[config.mk]
export PLATFORM = sky130hd
export DESIGN_NAME = ppa_bk_subtractor_pipe
export DESIGN_NICKNAME = d
export VERILOG_FILES = /design/src/rtl/ppa_bk_subtractor_pipe.sv
export SDC_FILE = /design/constraint.sdc
export NUM_CORES = 1
export LEC_CHECK = 0
export BUFFER_PORTS_ARGS = -buffer_cell sky130_fd_sc_hd__buf_2
export CORE_UTILIZATION = 50
export DETAILED_ROUTE_END_ITERATION = 8
export GPL_TIMING_DRIVEN = 0
export PLACE_DENSITY = 0.8
export REMOVE_ABC_BUFFERS = 1
export SLEW_MARGIN = 15
export SYNTH_ARGS = -nofsm -noshare
export SYNTH_HDL_FRONTEND = slang
export SYNTH_SLANG_ARGS = --single-unit
export TNS_END_PERCENT = 5
[constraint.sdc]
create_clock -name clk -period 3.22 [get_ports clk]
set_input_delay 0.161 -clock clk [delete_from_list [all_inputs] [get_ports clk]]
set_output_delay 0.161 -clock clk [all_outputs]
set_load 0.02 [all_outputs]
[src/rtl/ppa_bk_subtractor_pipe.sv]
// Two-stage Brent-Kung subtractor: D = A - B - bin with borrow/overflow/zero flags.
// Stage 1 holds p/g and the prefix up-sweep; stage 2 finishes the down-sweep.
module ppa_bk_subtractor_pipe #(
  parameter int WIDTH = 22
) (
  input  logic             clk,
  input  logic             rst,
  input  logic             in_valid,
  output logic             in_ready,
  input  logic [WIDTH-1:0] A,
  input  logic [WIDTH-1:0] B,
  input  logic             bin,
  output logic             out_valid,
  input  logic             out_ready,
  output logic [WIDTH-1:0] D,
  output logic             bout,
  output logic             ovf,
  output logic             zero
);

  localparam int LV = $clog2(WIDTH);

  logic             s1_v_q, s1_v_d;
  logic             s2_v_q, s2_v_d;
  logic             s1_load, s2_adv;

  logic [WIDTH-1:0] p_q, p_d;
  logic [WIDTH-1:0] g_q, g_d;
  logic [WIDTH-1:0] gu_q, gu_d;
  logic [WIDTH-1:0] pu_q, pu_d;
  logic             cin_q, cin_d;
  logic             am_q, am_d;
  logic             bm_q, bm_d;

  logic [WIDTH-1:0] d_q, d_d;
  logic             bout_q, bout_d;
  logic             ovf_q, ovf_d;
  logic             zero_q, zero_d;

  always_comb begin : flow
    s2_adv   = s1_v_q & (~s2_v_q | out_ready);
    in_ready = ~s1_v_q | s2_adv;
    s1_load  = in_valid & in_ready;
    s1_v_d   = s1_load | (s1_v_q & ~s2_adv);
    s2_v_d   = s2_adv | (s2_v_q & ~out_ready);
  end

  always_comb begin : stage1
    logic [WIDTH-1:0] pt, gt;
    pt = A ^ ~B;
    gt = A & ~B;
    p_d   = s1_load ? pt : p_q;
    g_d   = s1_load ? gt : g_q;
    cin_d = s1_load ? ~bin : cin_q;
    am_d  = s1_load ? A[WIDTH-1] : am_q;
    bm_d  = s1_load ? B[WIDTH-1] : bm_q;
    // Up-sweep: node i at level l spans (i-2^l, i]; partners are never
    // rewritten in the same level, so in-place update is safe.
    for (int l = 1; l <= LV; l++) begin
      for (int i = 0; i < WIDTH; i++) begin
        if (((i + 1) % (1 << l)) == 0) begin
          gt[i] = gt[i] | (pt[i] & gt[i - (1 << (l - 1))]);
          pt[i] = pt[i] & pt[i - (1 << (l - 1))];
        end
      end
    end
    gu_d = s1_load ? gt : gu_q;
    pu_d = s1_load ? pt : pu_q;
  end

  always_comb begin : stage2
    logic [WIDTH-1:0] gd, pd, c, dn;
    logic             cout;
    gd = gu_q;
    pd = pu_q;
    for (int k = LV - 1; k >= 1; k--) begin
      for (int i = 0; i < WIDTH; i++) begin
        if (i >= (1 << k) &&
            ((i + 1) % (1 << k)) == (1 << (k - 1))) begin
          gd[i] = gd[i] | (pd[i] & gd[i - (1 << (k - 1))]);
          pd[i] = pd[i] & pd[i - (1 << (k - 1))];
        end
      end
    end
    c[0] = cin_q;
    for (int i = 1; i < WIDTH; i++) begin
      c[i] = gd[i-1] | (pd[i-1] & cin_q);
    end
    cout   = gd[WIDTH-1] | (pd[WIDTH-1] & cin_q);
    dn     = p_q ^ c;
    d_d    = s2_adv ? dn : d_q;
    bout_d = s2_adv ? ~cout : bout_q;
    ovf_d  = s2_adv ? ((am_q ^ bm_q) & (dn[WIDTH-1] ^ am_q)) : ovf_q;
    zero_d = s2_adv ? ~|dn : zero_q;
  end

  always_ff @(posedge clk or posedge rst) begin
    if (rst) begin
      s1_v_q <= 1'b0;
      s2_v_q <= 1'b0;
      p_q    <= '0;
      g_q    <= '0;
      gu_q   <= '0;
      pu_q   <= '0;
      cin_q  <= 1'b0;
      am_q   <= 1'b0;
      bm_q   <= 1'b0;
      d_q    <= '0;
      bout_q <= 1'b0;
      ovf_q  <= 1'b0;
      zero_q <= 1'b0;
    end else begin
      s1_v_q <= s1_v_d;
      s2_v_q <= s2_v_d;
      p_q    <= p_d;
      g_q    <= g_d;
      gu_q   <= gu_d;
      pu_q   <= pu_d;
      cin_q  <= cin_d;
      am_q   <= am_d;
      bm_q   <= bm_d;
      d_q    <= d_d;
      bout_q <= bout_d;
      ovf_q  <= ovf_d;
      zero_q <= zero_d;
    end
  end

  assign out_valid = s2_v_q;
  assign D         = d_q;
  assign bout      = bout_q;
  assign ovf       = ovf_q;
  assign zero      = zero_q;

endmodule

; Yosys cells after proc, flatten, opt, wreduce, memory -nomap -nowiden
; Cells that the tools add are included.
[word_totals]
ff_bits = 96
in_bits = 49
word_cells = 187
[classes]
bitwise = 173
n_reduce_logical = 2
[op_table]
columns = cell, count
row1 = 1-bit AND, 99
row2 = 1-bit bitwise OR, 62
row3 = 22-bit XOR, 2
row4 = 22-bit AND, 1
row5 = 22-bit NOT, 1
row6 = 22-bit OR reduction, 1
row7 = 1-bit NOT, 6
row8 = 1-bit XOR, 2
row9 = 1-bit logical NOT, 1

; Longest topological paths before layout
[depth]
word_depth = 10
depth_mapped = 8
mapped_depth_nobuf = 8

; Worst setup path before layout
; Ideal clock, no wire load.
[synth_path]
kind = register -> register
from = reg cin_q
to = reg zero_q (netlist: zero)
t_arrival_ps = 1622
path_slack_ps = 1529
stages_incl_launch_ff = 8
path_buffers = 0
cell_sequence = dfrtp_1 ha_1 nor2_1 xor2_1 nor4b_1 nand4_1 nor4_1 a32o_1
[synth_via]
elab_chain_len = 5
elab_cells_between_ends = 45
classes_between = bitwise: 43 / reduce/logical: 2
[synth_lines]
columns = item, line
row1 = "start, declared", 31  ; logic cin_q, cin_d;
row2 = "start signal, assigned", 119  ; cin_q <= cin_d;
row3 = 1-bit AND, 87  ; c[i] = gd[i-1] | (pd[i-1] & cin_q);
row4 = 1-bit bitwise OR, 87
row5 = 22-bit XOR *, 90  ; dn = p_q ^ c;
row6 = 22-bit OR reduction *, 94  ; zero_d = s2_adv ? ~|dn : zero_q;
row7 = 1-bit logical NOT *, 94
row8 = "end signal, assigned", 125  ; zero_q <= zero_d;
row9 = "end, declared", 38  ; logic zero_q, zero_d;
; Mark *: on every way between the ends. The rest lies on a longest branch, timed or not.
; A chain may end at the register's enable or synchronous reset.

; Worst setup path after layout
[layout_path]
from = reg s2_v_q (netlist: out_valid)
to = reg zero_q (netlist: zero)
[layout_via]
elab_chain_len = 3
[layout_lines]
columns = item, line
row1 = "start, declared", 24  ; logic s2_v_q, s2_v_d;
row2 = "start signal, assigned", 114  ; s2_v_q <= s2_v_d;
row3 = 1-bit NOT, 41  ; s2_adv = s1_v_q & (~s2_v_q | out_ready);
row4 = 1-bit bitwise OR, 41
row5 = 1-bit AND, 41
; Every way passes these cells.

==> out/results.ini <==
[setup_path]
r2r_slack_ns=0.79
max_stage_delay_ns=0.63
cp_max_fo=42
slowest_stage=nor4b_1
arrival_ns=2.71
cp_cell_sequence=nand2b_1 > nand2_2 > nor4b_1 > nand4_1 > nor4_1 > a32o_1
cp_top_family=simple AND/OR/NAND/NOR gates
critPathLaunch=out_valid$_DFF_PP0_
path_buf_inv=0
cp.required_ns=3.50
crit_type=reg2reg
reg2reg_depth=6
timing.rr.start=out_valid$_DFF_PP0_
r2r_end=zero$_DFFE_PP0P_
start_kind=flip-flop
endpoint_kind=flip-flop

[drt]
postRouteWirelength_um=8230
vias_per_cell=5.18
drc=0
dr.pass1.iters=4
vias=3198
avgRoutedWirePerCell_um=13.3
postRouteAntennaNets=0
drt_iter0_drc=160

[synthesis]
syn-cell-area_um2=4080
ys.warnings.count=0
synth_top_family_by_area=simple AND/OR/NAND/NOR gates
synth-edff-count=0
synthAdderAreaFrac_pct=7.05
ys_top_cells_by_area=dfrtp_1 52%, nand2_1 13%, ha_1 7.1%
synthXorXnorAreaFrac_pct=4.72
ys_top_cells_by_count=137 x nand2_1, 85 x dfrtp_1, 37 x o21ai_0
synth_compound_area_share_pct=11.5
ys_seq_area_share_pct=52.1
synth.most_common_cell=nand2_1
async_flop_share_pct=100
synth_seq_cells=85
muxShareOfSynthArea_pct=2.73
synth_cells=436
synth_area_per_cell_um2=9.36
yosysTopAreaCell=dfrtp_1
synth.distinct_cells=37
synth_ff_type=dfrtp_1
synth.top_cell.area_share_pct=52.1
yosys.area_share.simple_pct=17.7

[sta]
slew_headroom_pct=45.5
rsz0062_at_grt=false
finalSetupTns_ns=0
max_freq_mhz=412
worstMarginPinSlew_ns=0.817
hold_viol=0
setup_viol=0
period_needed_ns=2.43
drv_slew=0
layout_setup_ws_ns=0.791
period_share_pct=75.4
final.setup_skew_ns=0.00845
holdWs_ns=0.0276

[global_route]
grt_max_degree=48
grt_antenna_before_repair=0
grt_pass1_wl_um=13900
grt_pass1_vias=3082
gr-total-overflow=0
track_usage_pct=21.0

[run_status]
outcome=completed

[cts]
cts_sinks=85
cts_resized=0
cts_tree=yes
h-tree-depth=3
clk_latency_ns=0.35
clock_tree.root_cell=clkbuf_8
path_clk_slew_ns=0.08
clock_path_buffers=2
cts_buffers=9

[finish]
final-seq-area_um2=2130
multi_input_area_um2=1790
num-fill-cells=687
insertedDiodeCount=0
area_growth_pct=17.4
drive_gt1_share_pct=21.2
layout.nets=582

[floorplan]
start_util_pct=52.3
ios=76
coreArea_um2=7810
die_w_um=92.3
dieArea_um2=8530
dieHeight_um=92.3
rows=32

[placement]
place_hpwl_um=5990
finalWeightedCongestion=0.831
dp_slack_ns=0.803
port_buffers=75

[power_and_ir_drop]
p_leak_nw=2.53
power_mw=3.00
vdd_drop_max_uv=325
power_density_nw_per_um2=626

[min_path]
worstHoldEndpoint=am_q$_DFFE_PP0P_
hold-path-cell-count=3
hold_start=A[21]
hp-class=in2reg

[run]
drv_cap=0

-- layer usage --
metal,GRT usage [%],vias to the layer above,wire [µm]
met3,5.67,14,398
met4,5.99,0,106
met1,26.5,1518,3740
met5,0,-,0
li1,-,1582,-
met2,35.3,84,3980
-- state kept, by name, summed over array words and instances (netlist names), 11 cells and up --
register	flops
D	22
gu_q	22
p_q	22
pu_q	11
-- worst max path at each step --
stage / end / cells past startpoint
after floorplan: D[0]$_DFFE_PP0P_ / 1
after global placement: gu_q[10]$_DFFE_PP0P_ / 2
after detailed placement: zero$_DFFE_PP0P_ / 6
after CTS: zero$_DFFE_PP0P_ / 6
after global routing: zero$_DFFE_PP0P_ / 6
final: zero$_DFFE_PP0P_ / 6
-- layout make-up --
| type | count | share of cell area (%) |
|---|---|---|
| Clock buffer | 12 | 3.03 |
| Clock inverter | 4 | 0.992 |
| Inverter | 30 | 2.40 |
| Multi-Input combinational cell | 305 | 37.3 |
| Sequential cell | 85 | 44.4 |
| Tap cell | 102 | 2.66 |
| Timing Repair Buffer | 79 | 9.24 |
-- report_power, final --
part,switching (mW),internal [mW]
clock,0.362,0.378
combinational,0.516,0.334
sequential,0.131,1.28
-- tightest hold or removal path, cell delays in order --
cell	delay, ns
buf_2	0.09
nand2_1	0.05
nand2_1	0.05
-- per-stage QoR --
step	instances	utilization, %	cell area [µm²]
after global placement	597	57.9	4520
final	617	61.4	4790
after detailed placement	599	58.7	4580
after CTS	617	61.4	4790
after floorplan	420	-	4020
after global routing	617	61.4	4790
-- repair_timing --
item                      4_1_cts  5_1_grt
hold buffers                    2        0
hold endpoints to repair       39        0
buffers inserted                0        0
-- cells in the final DEF (no fill, tap or decap), types with 2 or more instances in the layout --
| cell | instances |
|---|---|
| inv_1 | 29 |
| o21bai_1 | 5 |
| nand2_1 | 135 |
| clkinv_2 | 2 |
| clkbuf_1 | 2 |
| mux2_2 | 9 |
| nor2_1 | 6 |
| a21o_1 | 7 |
| dfrtp_1 | 85 |
| nand4_1 | 7 |
| a21oi_1 | 16 |
| ha_1 | 23 |
| dlygate4sd3_1 | 2 |
| xnor2_1 | 13 |
| xor2_1 | 9 |
| nand3_1 | 8 |
| nor2b_1 | 4 |
| clkbuf_8 | 10 |
| nand2b_1 | 3 |
| buf_2 | 75 |
| o21ai_0 | 37 |
| nand2_2 | 2 |
| o31ai_1 | 2 |
| a21oi_2 | 2 |
-- kinds of logic after synthesis --
group           after synthesis
mux                          10
simple gates                172
fa+ha+maj                    23
buf+inv                      46
xor+xnor                     22
flops                        85
compound gates               78
Power figures use the tool's default switching activity.
